[src/rtl/lsu_ctrl.sv]
// Load/store unit: turns core load/store requests into word-aligned memory
// transactions with byte enables, splitting accesses that cross a word boundary.
module lsu_ctrl #(
  parameter int unsigned MEM_LAT_MAX = 16
) (
  input  logic        clk,
  input  logic        rst,
  input  logic        req_valid,
  output logic        req_ready,
  input  logic        mem_rd,
  input  logic        mem_wr,
  input  logic [2:0]  mask,
  input  logic [31:0] addr,
  input  logic [31:0] wr_data,
  output logic        stall,
  output logic        rsp_valid,
  output logic [31:0] rsp_data,
  output logic        err,
  output logic        m_req,
  output logic        m_we,
  output logic [31:0] m_addr,
  output logic [31:0] m_wdata,
  output logic [3:0]  m_be,
  input  logic        m_ack,
  input  logic [31:0] m_rdata
);

  localparam int unsigned CNT_W = $clog2(MEM_LAT_MAX + 1);

  typedef enum logic [1:0] {IDLE, ACC0, ACC1, RESP} state_t;

  state_t             state_q, state_d;
  logic [1:0]         off_q, off_d;
  logic [2:0]         mask_q, mask_d;
  logic [31:0]        wdata_q, wdata_d;
  logic               we_q, we_d;
  logic [31:0]        lo_q, lo_d;
  logic [CNT_W-1:0]   cnt_q, cnt_d;

  logic               ready_d, rv_d, err_d, req_d, mwe_d;
  logic [31:0]        rdata_d, maddr_d, mwdata_d;
  logic [3:0]         mbe_d;

  logic [1:0]         cur_off;
  logic [2:0]         cur_mask;
  logic [31:0]        cur_wdata;
  logic [2:0]         size;
  logic [7:0]         be_wide;
  logic [63:0]        wd_wide;
  logic               split;
  logic               illegal;

  // Shift the {hi,lo} pair down to the access offset, then extend to 32 bits
  function automatic logic [31:0] extend(input logic [31:0] lo, input logic [31:0] hi,
                                         input logic [1:0] off, input logic [2:0] mk);
    logic [63:0] w;
    logic [31:0] d;
    w = {hi, lo} >> {off, 3'b000};
    d = w[31:0];
    case (mk[1:0])
      2'b00:   extend = {{24{~mk[2] & d[7]}}, d[7:0]};
      2'b01:   extend = {{16{~mk[2] & d[15]}}, d[15:0]};
      default: extend = d;
    endcase
  endfunction

  // In IDLE the lane math works on the incoming request, afterwards on the captured one
  always_comb begin
    cur_off   = (state_q == IDLE) ? addr[1:0] : off_q;
    cur_mask  = (state_q == IDLE) ? mask      : mask_q;
    cur_wdata = (state_q == IDLE) ? wr_data   : wdata_q;
    case (cur_mask[1:0])
      2'b00:   begin size = 3'd1; be_wide = 8'h01; end
      2'b01:   begin size = 3'd2; be_wide = 8'h03; end
      default: begin size = 3'd4; be_wide = 8'h0F; end
    endcase
    be_wide = be_wide << cur_off;
    wd_wide = {32'h0, cur_wdata} << {cur_off, 3'b000};
    split   = ({1'b0, cur_off} + size) > 3'd4;
    illegal = (mask == 3'b011) || (mask == 3'b110) || (mask == 3'b111) ||
              (mem_rd == mem_wr) || (mem_wr && mask[2]);
  end

  always_comb begin
    state_d  = state_q;
    off_d    = off_q;
    mask_d   = mask_q;
    wdata_d  = wdata_q;
    we_d     = we_q;
    lo_d     = lo_q;
    cnt_d    = cnt_q;
    ready_d  = 1'b0;
    rv_d     = 1'b0;
    err_d    = 1'b0;
    rdata_d  = 32'h0;
    req_d    = 1'b0;
    mwe_d    = 1'b0;
    maddr_d  = 32'h0;
    mwdata_d = 32'h0;
    mbe_d    = 4'h0;
    case (state_q)
      IDLE: begin
        ready_d = 1'b1;
        if (req_valid) begin
          off_d   = addr[1:0];
          mask_d  = mask;
          wdata_d = wr_data;
          we_d    = mem_wr;
          ready_d = 1'b0;
          if (illegal) begin
            state_d = RESP;
            rv_d    = 1'b1;
            err_d   = 1'b1;
          end else begin
            state_d  = ACC0;
            cnt_d    = '0;
            req_d    = 1'b1;
            mwe_d    = mem_wr;
            maddr_d  = {addr[31:2], 2'b00};
            mbe_d    = be_wide[3:0];
            mwdata_d = wd_wide[31:0];
          end
        end
      end
      ACC0, ACC1: begin
        req_d    = 1'b1;
        mwe_d    = m_we;
        maddr_d  = m_addr;
        mbe_d    = m_be;
        mwdata_d = m_wdata;
        if (m_ack) begin
          if (state_q == ACC0 && split) begin
            state_d  = ACC1;
            lo_d     = m_rdata;
            cnt_d    = '0;
            maddr_d  = m_addr + 32'd4;
            mbe_d    = be_wide[7:4];
            mwdata_d = wd_wide[63:32];
          end else begin
            state_d = RESP;
            req_d   = 1'b0;
            rv_d    = 1'b1;
            if (!we_q)
              rdata_d = (state_q == ACC0) ? extend(m_rdata, 32'h0, off_q, mask_q)
                                          : extend(lo_q, m_rdata, off_q, mask_q);
          end
        end else if (cnt_q == CNT_W'(MEM_LAT_MAX - 1)) begin
          // Memory never answered: abandon the access and report an error
          state_d = RESP;
          req_d   = 1'b0;
          rv_d    = 1'b1;
          err_d   = 1'b1;
        end else begin
          cnt_d = cnt_q + CNT_W'(1);
        end
        if (!req_d) begin
          mwe_d    = 1'b0;
          maddr_d  = 32'h0;
          mbe_d    = 4'h0;
          mwdata_d = 32'h0;
        end
      end
      RESP: begin
        state_d = IDLE;
        ready_d = 1'b1;
      end
      default: state_d = IDLE;
    endcase
  end

  always_ff @(posedge clk) begin
    if (rst) begin
      state_q   <= IDLE;
      off_q     <= 2'b00;
      mask_q    <= 3'b000;
      wdata_q   <= 32'h0;
      we_q      <= 1'b0;
      lo_q      <= 32'h0;
      cnt_q     <= '0;
      req_ready <= 1'b1;
      rsp_valid <= 1'b0;
      rsp_data  <= 32'h0;
      err       <= 1'b0;
      m_req     <= 1'b0;
      m_we      <= 1'b0;
      m_addr    <= 32'h0;
      m_wdata   <= 32'h0;
      m_be      <= 4'h0;
    end else begin
      state_q   <= state_d;
      off_q     <= off_d;
      mask_q    <= mask_d;
      wdata_q   <= wdata_d;
      we_q      <= we_d;
      lo_q      <= lo_d;
      cnt_q     <= cnt_d;
      req_ready <= ready_d;
      rsp_valid <= rv_d;
      rsp_data  <= rdata_d;
      err       <= err_d;
      m_req     <= req_d;
      m_we      <= mwe_d;
      m_addr    <= maddr_d;
      m_wdata   <= mwdata_d;
      m_be      <= mbe_d;
    end
  end

  // Core is held whenever the unit is busy, or is being handed a request right now
  assign stall = ~req_ready | req_valid;

endmodule

[config.mk]
export PLATFORM = sky130hd
export DESIGN_NAME = lsu_ctrl
export DESIGN_NICKNAME = d
export VERILOG_FILES = /design/src/rtl/lsu_ctrl.sv
export SDC_FILE = /design/constraint.sdc
export NUM_CORES = 1
export LEC_CHECK = 0
export ABC_AREA = 1
export CORE_MARGIN = 2
export CORE_UTILIZATION = 30
export DETAILED_ROUTE_END_ITERATION = 7
export SLEW_MARGIN = 5
export SYNTH_ARGS = -nofsm -noshare
export SYNTH_HDL_FRONTEND = slang
export SYNTH_SLANG_ARGS = --single-unit
[constraint.sdc]
create_clock -name clk -period 6.33 [get_ports clk]
set_input_delay 0.9495 -clock clk [delete_from_list [all_inputs] [get_ports clk]]
set_output_delay 0.9495 -clock clk [all_outputs]
set_load 0.01 [all_outputs]
Yosys cells after proc, flatten, opt, wreduce, memory -nomap -nowiden --
Cells that the tools add are included.
Cells by class: $add $sub $neg 3, $lt $le $gt $ge 1, equality and inequality tests 18, shift-type cells 4, multiplexer cells 59, bitwise operators 9, reduce and logical (&&, ||, !) cells 17
Operators by type and width (number):
- 2-to-1 mux 32 bit | 12
- case mux 32 bit (2 select lines) | 4
- left shift 32 x 5 -> 64 bit | 1
- >> shifter 64 x 5 -> 32 bit | 1
- adder 32 x 3 -> 32 bit, second input constant | 1
- >> shifter 32 x 5 -> 32 bit | 1
- 2-to-1 mux 5 bit | 5
- 2-to-1 mux 4 bit | 5
- 2-to-1 mux 1 bit | 17
- case mux 4 bit (2 select lines) | 2
- inequality test 3 bit, second input constant | 5
- 2-to-1 mux 2 bit | 6
- case mux 1 bit (2 select lines) | 5
- case mux 5 bit (2 select lines) | 1
- left shift 8 x 2 -> 8 bit | 1
- equality test 2 x 1 -> 1 bit, second input constant | 3
- equality test 3 bit, second input constant | 2
- logical NOT 2 bit | 3
- inequality test 2 bit, second input constant | 3
- case mux 2 bit (3 select lines) | 1
- case mux 3 bit (2 select lines) | 1
- AND reduction 2 bit | 3
- adder 5 x 1 -> 5 bit, second input constant | 1
- equality test 5 x 4 -> 1 bit, second input constant | 1
- 15 further kinds | 26
Storage, ports and cells: flip-flop bits (word level) 182, bits of input ports 105, output and inout port bits 106, word-level logic and storage cells 127

Depth between registers and ports, before layout --
Gate-level depths: netlist (run 1).
word-level depth 12, gate-level depth with buffers 19, depth with buffers taken out 17

Least setup slack after synthesis (run 1) --
Ideal clock, no wire load.
path kind in2reg, from in addr[1], to reg rsp_data[14], setup time 116 ps, arrival 2823 ps, data required time 6214 ps, path slack 3391 ps, cell stages on the path 15, path buffers 2, cells stage by stage inv_1 > nand2_1 > o21ai_1 > inv_2 > buf_2 > fa_1 > nor2_1 > nor2_2 > nand3_2 > nand2_2 > inv_2 > nand3_4 > inv_2 > buf_4 > o211a_1
Between the ends: word-level cells in the longest chain between the ends 5
RTL lines:
- start, declared | line 13 | input logic [31:0] addr,
- 2-to-1 mux 2 bit | line 69 | cur_off = (state_q == IDLE) ? addr[1:0] : off_q;
- adder 2 x 3 -> 3 bit | line 79 | split = ({1'b0, cur_off} + size) > 3'd4;
- > comparator 3 bit | line 79
- logical AND 1 bit | line 132 | if (state_q == ACC0 && split) begin
- OR reduction 5 bit (no source line)
- end signal, assigned | line 199 | rsp_data <= rdata_d;
- end, declared | line 17 | output logic [31:0] rsp_data,
No other way between the ends. A chain may end at the register's enable or synchronous reset.

Final worst setup path (run 1) --
from in addr[1], to reg m_wdata[1]
Between the ends: word-level cells in the longest chain between the ends 9, elaborated cells on any way between the ends 17, classes of those cells add/sub (1); order compare (1); eq/ne (2); shift (1); mux (10); reduce/logical (2)
RTL lines:
- 2-to-1 mux 2 bit (*) | line 69
- adder 2 x 3 -> 3 bit | line 79
- > comparator 3 bit | line 79
- logical AND 1 bit | line 132
- 2-to-1 mux 1 bit | line 132
- 2-to-1 mux 1 bit | line 131 | if (m_ack) begin
- 2-to-1 mux 1 bit | line 101 | case (state_q)
- 2-to-1 mux 32 bit or inequality test 3 bit (tied branches)
- case mux 32 bit (2 select lines) or AND reduction 2 bit (tied branches)
- end signal, assigned | line 204 | m_wdata <= mwdata_d;
- end, declared | line 22 | output logic [31:0] m_wdata,
Mark *: on every way between the ends. The rest lies on a longest branch, timed or not. The select of a mux whose other input is x is not followed.

==> flow_summary_export.csv, run 1 <==
group,metric,value,unit
worst_setup_path,rrSetupSlack,1.97,ns
sta,setup_viol,0,
place,post-dp-hpwl,26630,um
worst_hold_path,holdPathStages,2,
place,io_buffers,208,
global_routing,track_usage,20.48,%
worst_setup_path,timing.rr.start,"state_q[1]$_SDFFE_PP0P_",
sta,finalHoldViolCount,0,
layout,drive_gt1_share,4.968,%
worst_setup_path,worstSetupPathType,"input port to flip-flop",
detailed_routing,ant_nets,0,
layout,syn2layout_area_growth,27.32,%
clock_network,cts_max_path_buffers,2,
sta,fin_skew,0.01462,ns
worst_hold_path,holdPathEnd,"wdata_q[24]$_SDFFE_PP0P_",
worst_setup_path,critPathCaptureType,"flip-flop",
yosys,syn_area_per_cell,6.254,um2
yosys,seq_area_frac_synth,33.91,%
global_routing,grt_pass1_vias,10640,
sta,post-route-min-period,4.412,ns
power_and_ir_drop,ir_drop,0.2227,mV
die,start_util,30.61,%
worst_setup_path,path_common_cell,"nand2_1",
global_routing,grt_max_degree,101,
die,die_w,192.2,um
clock_network,clkSinkCount,180,
worst_setup_path,timing.rr.end,"m_wdata[1]$_SDFFE_PP0P_",
yosys,synth.distinct_cells,50,
worst_setup_path,crit_family,"simple AND/OR/NAND/NOR gates",
die,die_h,192.2,um
power_and_ir_drop,p_per_area,355.2,nW/um2
sta,final_max_slew_viol_count,0,
layout,final_cells,2310,
clock_network,numCtsBuffers,17,
yosys,syn_inst,1699,
power_and_ir_drop,power_leakage,5.425,nW
detailed_routing,drtIter0Drc,1013,
place,place_inst,2275,
detailed_routing,route.detailed.drc,0,
yosys,synth.top_cell.area_share,33.91,%
yosys,synth-warning-count,0,
clock_network,postCtsResizedCells,0,
worst_setup_path,cp_slowest_cell,"nand2_2",
die,core_area,34710,um2
worst_setup_path,crit_path_cell_trace,"clkdlybuf4s50_1, inv_1, nand2_1, o21ai_2, buf_4, inv_2, fa_1, nor2_1, nor2_2, nand4_4, nand2_2, nand3_1, nand2_1, nand2_1, a21oi_1",
clock_network,path_clk_slew,0.07,ns
worst_hold_path,hp-class,"flip-flop to flip-flop",
sta,rsz0062_at_grt,"no",
yosys,synth_edf_count,0,
worst_setup_path,crit_buf_inv,4,
sta,tightest_slew,1.152,ns
sta,period_share,69.70,%
sta,max_freq,226.6,MHz
worst_setup_path,path_max_fanout,42,
yosys,syn-cell-area,10630,um2
layout,nets,1954,
worst_setup_path,cp.required,6.70,ns
worst_setup_path,cp-start-kind,"input port",
clock_network,cts.htree.levels,4,
die,die-area,36940,um2
global_routing,grt_first_pass_wirelength,58760,um
place,detailedPlace.worstSlack,1.452,ns
yosys,synth_area_leaders,"dfxtp_1 (34%), nand2_1 (19%), nor2_1 (7.3%)",
worst_setup_path,worstPathArrival,4.79,ns
sta,fin_setup_tns,0,ns
yosys,async_flop_share,0,%
status,status,"finished clean",
clock_network,clk_latency,0.46,ns
worst_hold_path,worstHoldStart,"wdata_q[24]$_SDFFE_PP0P_",
clock_network,postCtsHoldBufs,0,
detailed_routing,via_per_inst,5.004,
yosys,synth-seq-cells,180,
worst_setup_path,r2r_cells,16,
detailed_routing,drt_first_pass_iters,5,
worst_setup_path,cpPeakStageDelay,0.73,ns
detailed_routing,routed_wirelength,37770,um
job,maxCapViolCount,0,
sta,worst_slack,1.918,ns
global_routing,grt_antenna_before_repair,3,
clock_network,postCtsSetupBuffers,0,
yosys,synth_ff_type,"dfxtp_1",
global_routing,globalRouteOverflowTotal,0,
clock_network,clock-root-buffer,"clkbuf_16",
yosys,synth_top_area_cell,"dfxtp_1",
sta,slew_headroom,23.18,%
clock_network,cts_tree,"done",
detailed_routing,via_count,11560,
detailed_routing,routedWlPerCell,16.35,um
die,rows,68,
die,ioPinCount,211,
place,gp_congestion,0.8716,
cells in the mapped netlist, types with 5 or more instances:
library cell  number
nand3_1          101
nor2_1           206
nor3_1            18
o21ai_1            8
dfxtp_1          180
buf_2             32
inv_2             12
nand3_2            5
a21oi_1          119
mux2i_1            9
o211ai_1          24
inv_1            142
and2_1             5
nand4_1            7
a31oi_1            6
nand2_2            5
clkbuf_1          45
buf_4             15
a211oi_1          30
nor2_2             7
o22ai_1            6
nand2_1          524
o21ai_0          132
ha_1               9
a221oi_1           5
worst max-delay path by stage:
stage	endpoint	slack [ns]	cells past startpoint	from
6_report	m_wdata[1]$_SDFFE_PP0P_	1.92	15	addr[1]
5_1_grt	m_wdata[2]$_SDFFE_PP0P_	1.54	15	addr[1]
4_1_cts	m_wdata[1]$_SDFFE_PP0P_	1.94	15	addr[1]
3_5_place_dp	m_wdata[1]$_SDFFE_PP0P_	1.45	15	addr[1]
3_3_place_gp	m_wdata[2]$_SDFFE_PP0P_	1.55	15	addr[1]
2_1_floorplan	rsp_data[14]$_SDFF_PP0_	3.39	15	addr[1]
tightest hold or removal path: stages, from the launching register on:
cell and delay [ns]:
dfxtp_1 0.30, inv_1 0.06, a211oi_1 0.06
state kept, by name, summed over array words and instances, names as in the netlist:
| register | cells |
|---|---|
| m_we | 1 |
| off_q | 2 |
| m_addr | 30 |
| m_req | 1 |
| wdata_q | 32 |
| rsp_valid | 1 |
| mask_q | 3 |
| we_q | 1 |
| lo_q | 32 |
| rsp_data | 32 |
| req_ready | 1 |
| cnt_q | 5 |
| err | 1 |
| m_wdata | 32 |
| state_q | 2 |
| m_be | 4 |
through the flow:
step                      power (mW)  hold slack [ns]  util (%)  cell area (um2)
after global placement         3.599           0.4455     37.11            12880
after global routing           5.155           0.4871     38.97            13530
final                          4.806           0.4613     38.97            13530
after detailed placement       3.617           0.4475     37.11            12880
after floorplan                2.961           0.4344         -            10630
after CTS                      4.833           0.4630     38.95            13520
cells by family (layout without fill, tap and decap cells):
| kind of cell | after synthesis | count (layout) | share of synthesized area, % |
|---|---|---|---|
| xor gates and xnor gates | 6 | 6 | 0.4946 |
| muxes | 9 | 9 | 0.8479 |
| buffers and inverters | 257 | 409 | 10.28 |
| other | 1 | 5 | 0.03529 |
| AOI/OAI and AO/OA | 345 | 345 | 18.39 |
| adders and majority gates | 10 | 10 | 1.248 |
| and+or+nand+nor | 891 | 891 | 34.79 |
| DFF | 180 | 180 | 33.91 |
metal layers:
metal  GRT usage, %  routed length, um  part of all wire, %
met1          26.99              17010                   45
met2          32.47              17170                   45
met3          3.563               2252                  6.0
met4          9.513               1335                  3.5
met5              0                  0                    0
cell type report:
| class | count | area (um2) |
|---|---|---|
| fillers | 3779 | 21190 |
| multi-input cells | 1263 | 5947 |
| flip-flops and latches | 180 | 3605 |
| repair buffers | 220 | 2170 |
| inverters | 157 | 590.6 |
| well taps | 455 | 569.3 |
| clock buffers | 18 | 429.2 |
| clock inverters | 14 | 210.2 |
| diodes | 3 | 7.507 |
report_power, final:
group | total (mW) | internal [mW] | switching [mW]
clock network | 1.20 | 0.674 | 0.522
registers | 1.38 | 1.29 | 0.0854
logic | 2.23 | 0.696 | 1.54
layout by cell type (no fill, tap or decap), types with 8 or more instances in the layout:
cell type,n
a211oi_1,30
a21oi_1,119
buf_4,13
clkbuf_16,17
clkdlybuf4s50_1,207
dfxtp_1,179
ha_1,8
inv_1,141
inv_2,12
mux2i_1,9
nand2_1,524
nand3_1,101
nor2_1,206
nor3_1,18
o211ai_1,24
o21ai_0,132
Power figures use the tool's default switching activity.
==> inputs of run 2 (changes only) <==
==> constraint.sdc (replaced) <==
create_clock -name clk -period 3.9 [get_ports clk]
set_input_delay 0.585 -clock clk [delete_from_list [all_inputs] [get_ports clk]]
set_output_delay 0.585 -clock clk [all_outputs]
set_load 0.01 [all_outputs]
==> flow_summary_export.csv, run 2 (synthesized netlist as in run 1, its figures left out) <==
group,metric,value,unit
status,status,"finished clean",
detailed_routing,drtIter0Drc,995,
sta,finalHoldViolCount,0,
place,post-dp-hpwl,27080,um
global_routing,track_usage,20.67,%
sta,fin_setup_tns,0,ns
place,io_buffers,208,
global_routing,globalRouteOverflowTotal,0,
sta,slew_headroom,45.87,%
clock_network,clkSinkCount,180,
worst_setup_path,cp.required,4.27,ns
layout,layout_commonest_cell,"nand2_1",
detailed_routing,via_count,11480,
global_routing,grt_antenna_before_repair,2,
place,gp_congestion,0.8778,
die,core_area,34710,um2
power_and_ir_drop,ir_drop,0.4292,mV
sta,period_share,84.60,%
clock_network,cts_tree,"done",
detailed_routing,drt_first_pass_iters,6,
layout,drive_gt1_share,5.532,%
worst_setup_path,r2r_cells,16,
die,start_util,30.61,%
sta,fin_skew,0.01398,ns
sta,final_max_slew_viol_count,0,
clock_network,clock-root-buffer,"clkbuf_16",
clock_network,postCtsSetupBuffers,0,
global_routing,grt_pass1_vias,10650,
die,die_w,192.2,um
worst_setup_path,worstSetupPathType,"flip-flop to flip-flop",
global_routing,grt_first_pass_wirelength,58890,um
clock_network,postCtsHoldBufs,0,
worst_setup_path,worstPathArrival,3.67,ns
detailed_routing,ant_nets,0,
worst_setup_path,critPathCaptureType,"flip-flop",
worst_hold_path,holdPathStages,2,
clock_network,cts_max_path_buffers,2,
worst_setup_path,path_max_fanout,23,
die,ioPinCount,211,
worst_setup_path,cp-start-kind,"flip-flop",
power_and_ir_drop,p_per_area,581.2,nW/um2
layout,final_cell_mix,"nand2_1 (524), clkdlybuf4s50_1 (207), nor2_1 (206), dfxtp_1 (179), inv_1 (142)",
clock_network,numCtsBuffers,17,
die,rows,68,
worst_hold_path,hp-class,"flip-flop to flip-flop",
clock_network,path_clk_slew,0.07,ns
clock_network,postCtsResizedCells,0,
sta,rsz0062_at_grt,"no",
clock_network,cts.htree.levels,4,
layout,final_cells,2319,
die,die-area,36940,um2
clock_network,clk_latency,0.45,ns
sta,max_freq,303.1,MHz
global_routing,grt_max_degree,86,
power_and_ir_drop,power_leakage,5.497,nW
sta,post-route-min-period,3.299,ns
job,maxCapViolCount,0,
layout,nets,1965,
detailed_routing,routed_wirelength,37880,um
die,die_h,192.2,um
detailed_routing,routedWlPerCell,16.34,um
detailed_routing,route.detailed.drc,0,
sta,setup_viol,0,
sta,tightest_slew,0.8119,ns
layout,syn2layout_area_growth,28.37,%
place,place_inst,2286,
detailed_routing,via_per_inst,4.951,
[run 2: final timing paths]
path | start | to | slack (ns)
worst max-delay path | state_q[0]$_SDFFE_PP0P_ | m_addr[29]$_SDFFE_PP0P_ | 0.60
worst min-delay path | wdata_q[28]$_SDFFE_PP0P_ | wdata_q[28]$_SDFFE_PP0P_ | 0.46
worst min register to register | wdata_q[28]$_SDFFE_PP0P_ | wdata_q[28]$_SDFFE_PP0P_ | 0.46
worst max register to register | state_q[0]$_SDFFE_PP0P_ | m_addr[29]$_SDFFE_PP0P_ | 0.60
[run 2: through the flow]
step	hold slack (ns)	cell area [um2]	setup WS, ns	util, %	power, mW
CTS	0.4618	13630	0.6058	39.28	7.963
global route	0.4834	13640	0.3185	39.29	8.499
finish	0.4596	13640	0.6005	39.29	7.927
global placement	0.4450	12980	0.4215	37.38	5.937
floorplan	0.4344	10630	1.007	-	4.806
detailed placement	0.4459	12980	0.3338	37.38	5.959
[run 2: layout make-up]
type / count / area (um2)
diodes: 2 / 5.005
clock buffers: 18 / 439.2
fillers: 3706 / 21070
well taps: 455 / 569.3
inverters: 157 / 590.6
multi-input cells: 1263 / 5947
repair buffers: 231 / 2265
flip-flops and latches: 180 / 3605
clock inverters: 13 / 219.0
[run 2: critical path, cell delays in order (launching register included)]
cell and delay, ns:
dfxtp_1 0.41, inv_1 0.11, ha_2 0.28, inv_2 0.08, nand2_1 0.07, nand2_2 0.15, nor2_1 0.09, ha_1 0.21
fa_1 0.48, nor2_1 0.05, nor2_2 0.16, nand4_4 0.16, nor2_4 0.53, nand2_1 0.15, nand2_1 0.09, nand2_1 0.05
a21oi_1 0.16
[run 2: where the power goes]
part | switching [mW] | leakage (nW) | total (mW) | internal, mW
combinational | 2.52 | 3.72 | 3.70 | 1.19
clock | 0.818 | 0.318 | 1.98 | 1.16
sequential | 0.142 | 1.46 | 2.24 | 2.10
[run 2: routing by layer]
metal | up-vias | GRT usage [%] | part of all wire, %
met5 | - | 0 | 0
met2 | 370 | 32.94 | 46
met4 | 0 | 8.514 | 3.3
met1 | 5258 | 27.60 | 45
li1 | 5792 | - | -
met3 | 62 | 3.453 | 6.0
==> inputs of run 3 (changes only) <==
==> constraint.sdc (replaced) <==
create_clock -name clk -period 2.9 [get_ports clk]
set_input_delay 0.435 -clock clk [delete_from_list [all_inputs] [get_ports clk]]
set_output_delay 0.435 -clock clk [all_outputs]
set_load 0.01 [all_outputs]
==> flow_summary_export.csv, run 3 (synthesized netlist as in run 1, its figures left out) <==
group,metric,value,unit
detailed_routing,routed_wirelength,38820,um
power_and_ir_drop,pwr-share-clk,22.8,%
worst_setup_path,cp.required,3.29,ns
global_routing,globalRouteOverflowTotal,0,
detailed_routing,drtIter0Drc,1153,
sta,tightest_slew,0.7184,ns
power_and_ir_drop,power,10.81,mW
clock_network,clk_latency,0.45,ns
sta,final_max_slew_viol_count,0,
global_routing,grt_pass1_vias,10810,
die,die-area,36940,um2
worst_hold_path,holdPathStages,2,
worst_setup_path,worstPathArrival,3.17,ns
sta,fin_skew,0.01442,ns
layout,drive_gt1_share,8.048,%
sta,holdWs,0.4285,ns
power_and_ir_drop,p_sw,4.748,mW
power_and_ir_drop,power_frac_comb,49.2,%
worst_hold_path,holdPathEnd,"m_addr[16]$_SDFFE_PP0P_",
clock_network,numCtsBuffers,17,
die,core_area,34710,um2
sta,finalHoldViolCount,0,
power_and_ir_drop,seqPwrFrac,28.0,%
clock_network,path_clk_slew,0.07,ns
clock_network,postCtsHoldBufs,0,
worst_setup_path,cp_slowest_cell,"fa_1",
die,rows,68,
detailed_routing,route.detailed.drc,0,
sta,setup_viol,0,
global_routing,track_usage,20.87,%
global_routing,grt_max_degree,75,
worst_setup_path,rrSetupSlack,0.12,ns
worst_setup_path,path_common_cell,"nor2_1",
job,maxCapViolCount,0,
place,io_buffers,208,
global_routing,grt_antenna_before_repair,0,
layout,final_cells,2356,
place,post-dp-hpwl,27780,um
layout,diodes,0,
worst_setup_path,path_max_fanout,8,
worst_setup_path,crit_path_cell_trace,"inv_2, ha_4, buf_4, o21ai_2, inv_2, fa_1, nor2_2, nor2_4, nand4_4, nor2_4, buf_12, buf_8, nand2_1, nor2_1, nor2_1, nor2_1",
worst_hold_path,worstHoldStart,"rst",
worst_setup_path,timing.rr.start,"state_q[1]$_SDFFE_PP0P_",
power_and_ir_drop,ir_drop,0.5987,mV
worst_setup_path,cp-start-kind,"flip-flop",
detailed_routing,drt_first_pass_iters,5,
layout,final_cell_mix,"nand2_1 (522), clkdlybuf4s50_1 (207), nor2_1 (204), dfxtp_1 (177), inv_1 (140)",
sta,period_share,95.92,%
clock_network,cts_max_path_buffers,2,
power_and_ir_drop,p_int,6.061,mW
clock_network,clkSinkCount,180,
status,status,"finished clean",
detailed_routing,via_per_inst,4.975,
power_and_ir_drop,p_per_area,772.5,nW/um2
die,start_util,30.61,%
clock_network,clock-root-buffer,"clkbuf_16",
worst_setup_path,timing.rr.end,"m_addr[28]$_SDFFE_PP0P_",
worst_hold_path,hp-class,"input port to flip-flop",
power_and_ir_drop,switching_share,43.92,%
sta,max_freq,359.5,MHz
detailed_routing,via_count,11720,
global_routing,grt_first_pass_wirelength,59770,um
clock_network,cts_tree,"done",
worst_setup_path,critPathCaptureType,"flip-flop",
sta,slew_headroom,52.11,%
die,die_h,192.2,um
layout,layout_commonest_cell,"nand2_1",
layout,syn2layout_area_growth,31.70,%
worst_setup_path,crit_family,"simple AND/OR/NAND/NOR gates",
place,place_inst,2312,
layout,nets,2003,
die,ioPinCount,211,
worst_setup_path,crit_buf_inv,5,
worst_setup_path,cpPeakStageDelay,0.55,ns
detailed_routing,routedWlPerCell,16.48,um
sta,rsz0062_at_grt,"yes",
detailed_routing,ant_nets,0,
clock_network,cts.htree.levels,4,
place,gp_congestion,0.8602,
die,die_w,192.2,um
worst_setup_path,worstSetupPathType,"flip-flop to flip-flop",
worst_setup_path,r2r_cells,16,
power_and_ir_drop,power_leakage,5.680,nW
sta,post-route-min-period,2.782,ns
[run 3: per-layer routing]
metal / GRT usage, % / vias to the layer above / part of all wire, %
met2: 33.80 / 417 / 46
met1: 27.51 / 5371 / 45
li1: - / 5861 / -
met4: 7.839 / 0 / 3.2
met5: 0 / - / 0
met3: 3.837 / 73 / 5.8
[run 3: cell type report]
type,count,area (um2)
Tap cell,455,569.3
Fill cell,3771,20720
Clock buffer,19,452.9
Multi-Input combinational cell,1263,5991
Inverter,157,595.6
Clock inverter,13,157.7
Sequential cell,180,3607
Timing Repair Buffer,269,2620
[run 3: worst max-delay path by stage]
stage                            start                 endpoint  slack [ns]  depth (start not counted)
2_1_floorplan  state_q[0]$_SDFFE_PP0P_  rsp_data[14]$_SDFF_PP0_       0.007                         17
3_3_place_gp                   mask[0]  m_wdata[2]$_SDFFE_PP0P_        -0.1                         15
3_5_place_dp                   mask[0]  m_wdata[2]$_SDFFE_PP0P_       -0.15                         15
4_1_cts        state_q[0]$_SDFFE_PP0P_    lo_q[27]$_SDFFE_PP0P_        0.02                         14
5_1_grt        state_q[1]$_SDFFE_PP0P_  m_addr[28]$_SDFFE_PP0P_       -0.03                         18
6_report       state_q[1]$_SDFFE_PP0P_  m_addr[28]$_SDFFE_PP0P_        0.12                         16
[run 3: through the flow]
| step | setup TNS (ns) | util [%] | worst slack, ns | area, um2 |
|---|---|---|---|---|
| after floorplan | 0 | - | 0.006724 | 10630 |
| after global placement | -3.813 | 38.02 | -0.09779 | 13200 |
| after detailed placement | -9.356 | 38.02 | -0.1514 | 13200 |
| after CTS | 0 | 39.77 | 0.01871 | 13810 |
| after global routing | -0.04417 | 40.31 | -0.02795 | 13990 |
| final | 0 | 40.31 | 0.1183 | 13990 |
[run 3: repair_timing]
item                       CTS  global route
resized for setup            0            22
setup buffers                0            12
setup endpoints to repair    0           121
[run 3: worst reg2reg max path, stage by stage, from the launching register on]
cell and delay [ns]:
dfxtp_2 0.35, inv_2 0.05, ha_4 0.20, buf_4 0.15, o21ai_2 0.16, inv_2 0.07
fa_1 0.55, nor2_2 0.06, nor2_4 0.14, nand4_4 0.15, nor2_4 0.25, buf_12 0.16
buf_8 0.13, nand2_1 0.06, nor2_1 0.11, nor2_1 0.05, nor2_1 0.08
[run 3: power by group through the flow]
stage | Combinational (mW) | Sequential, mW | Clock [mW]
floorplan | 3.38 | 3.08 | 0
global placement | 5.06 | 3.07 | 0
detailed placement | 5.11 | 3.08 | 0
CTS | 5.13 | 3.02 | 2.51
global route | 5.91 | 3.06 | 2.63
finish | 5.32 | 3.02 | 2.47
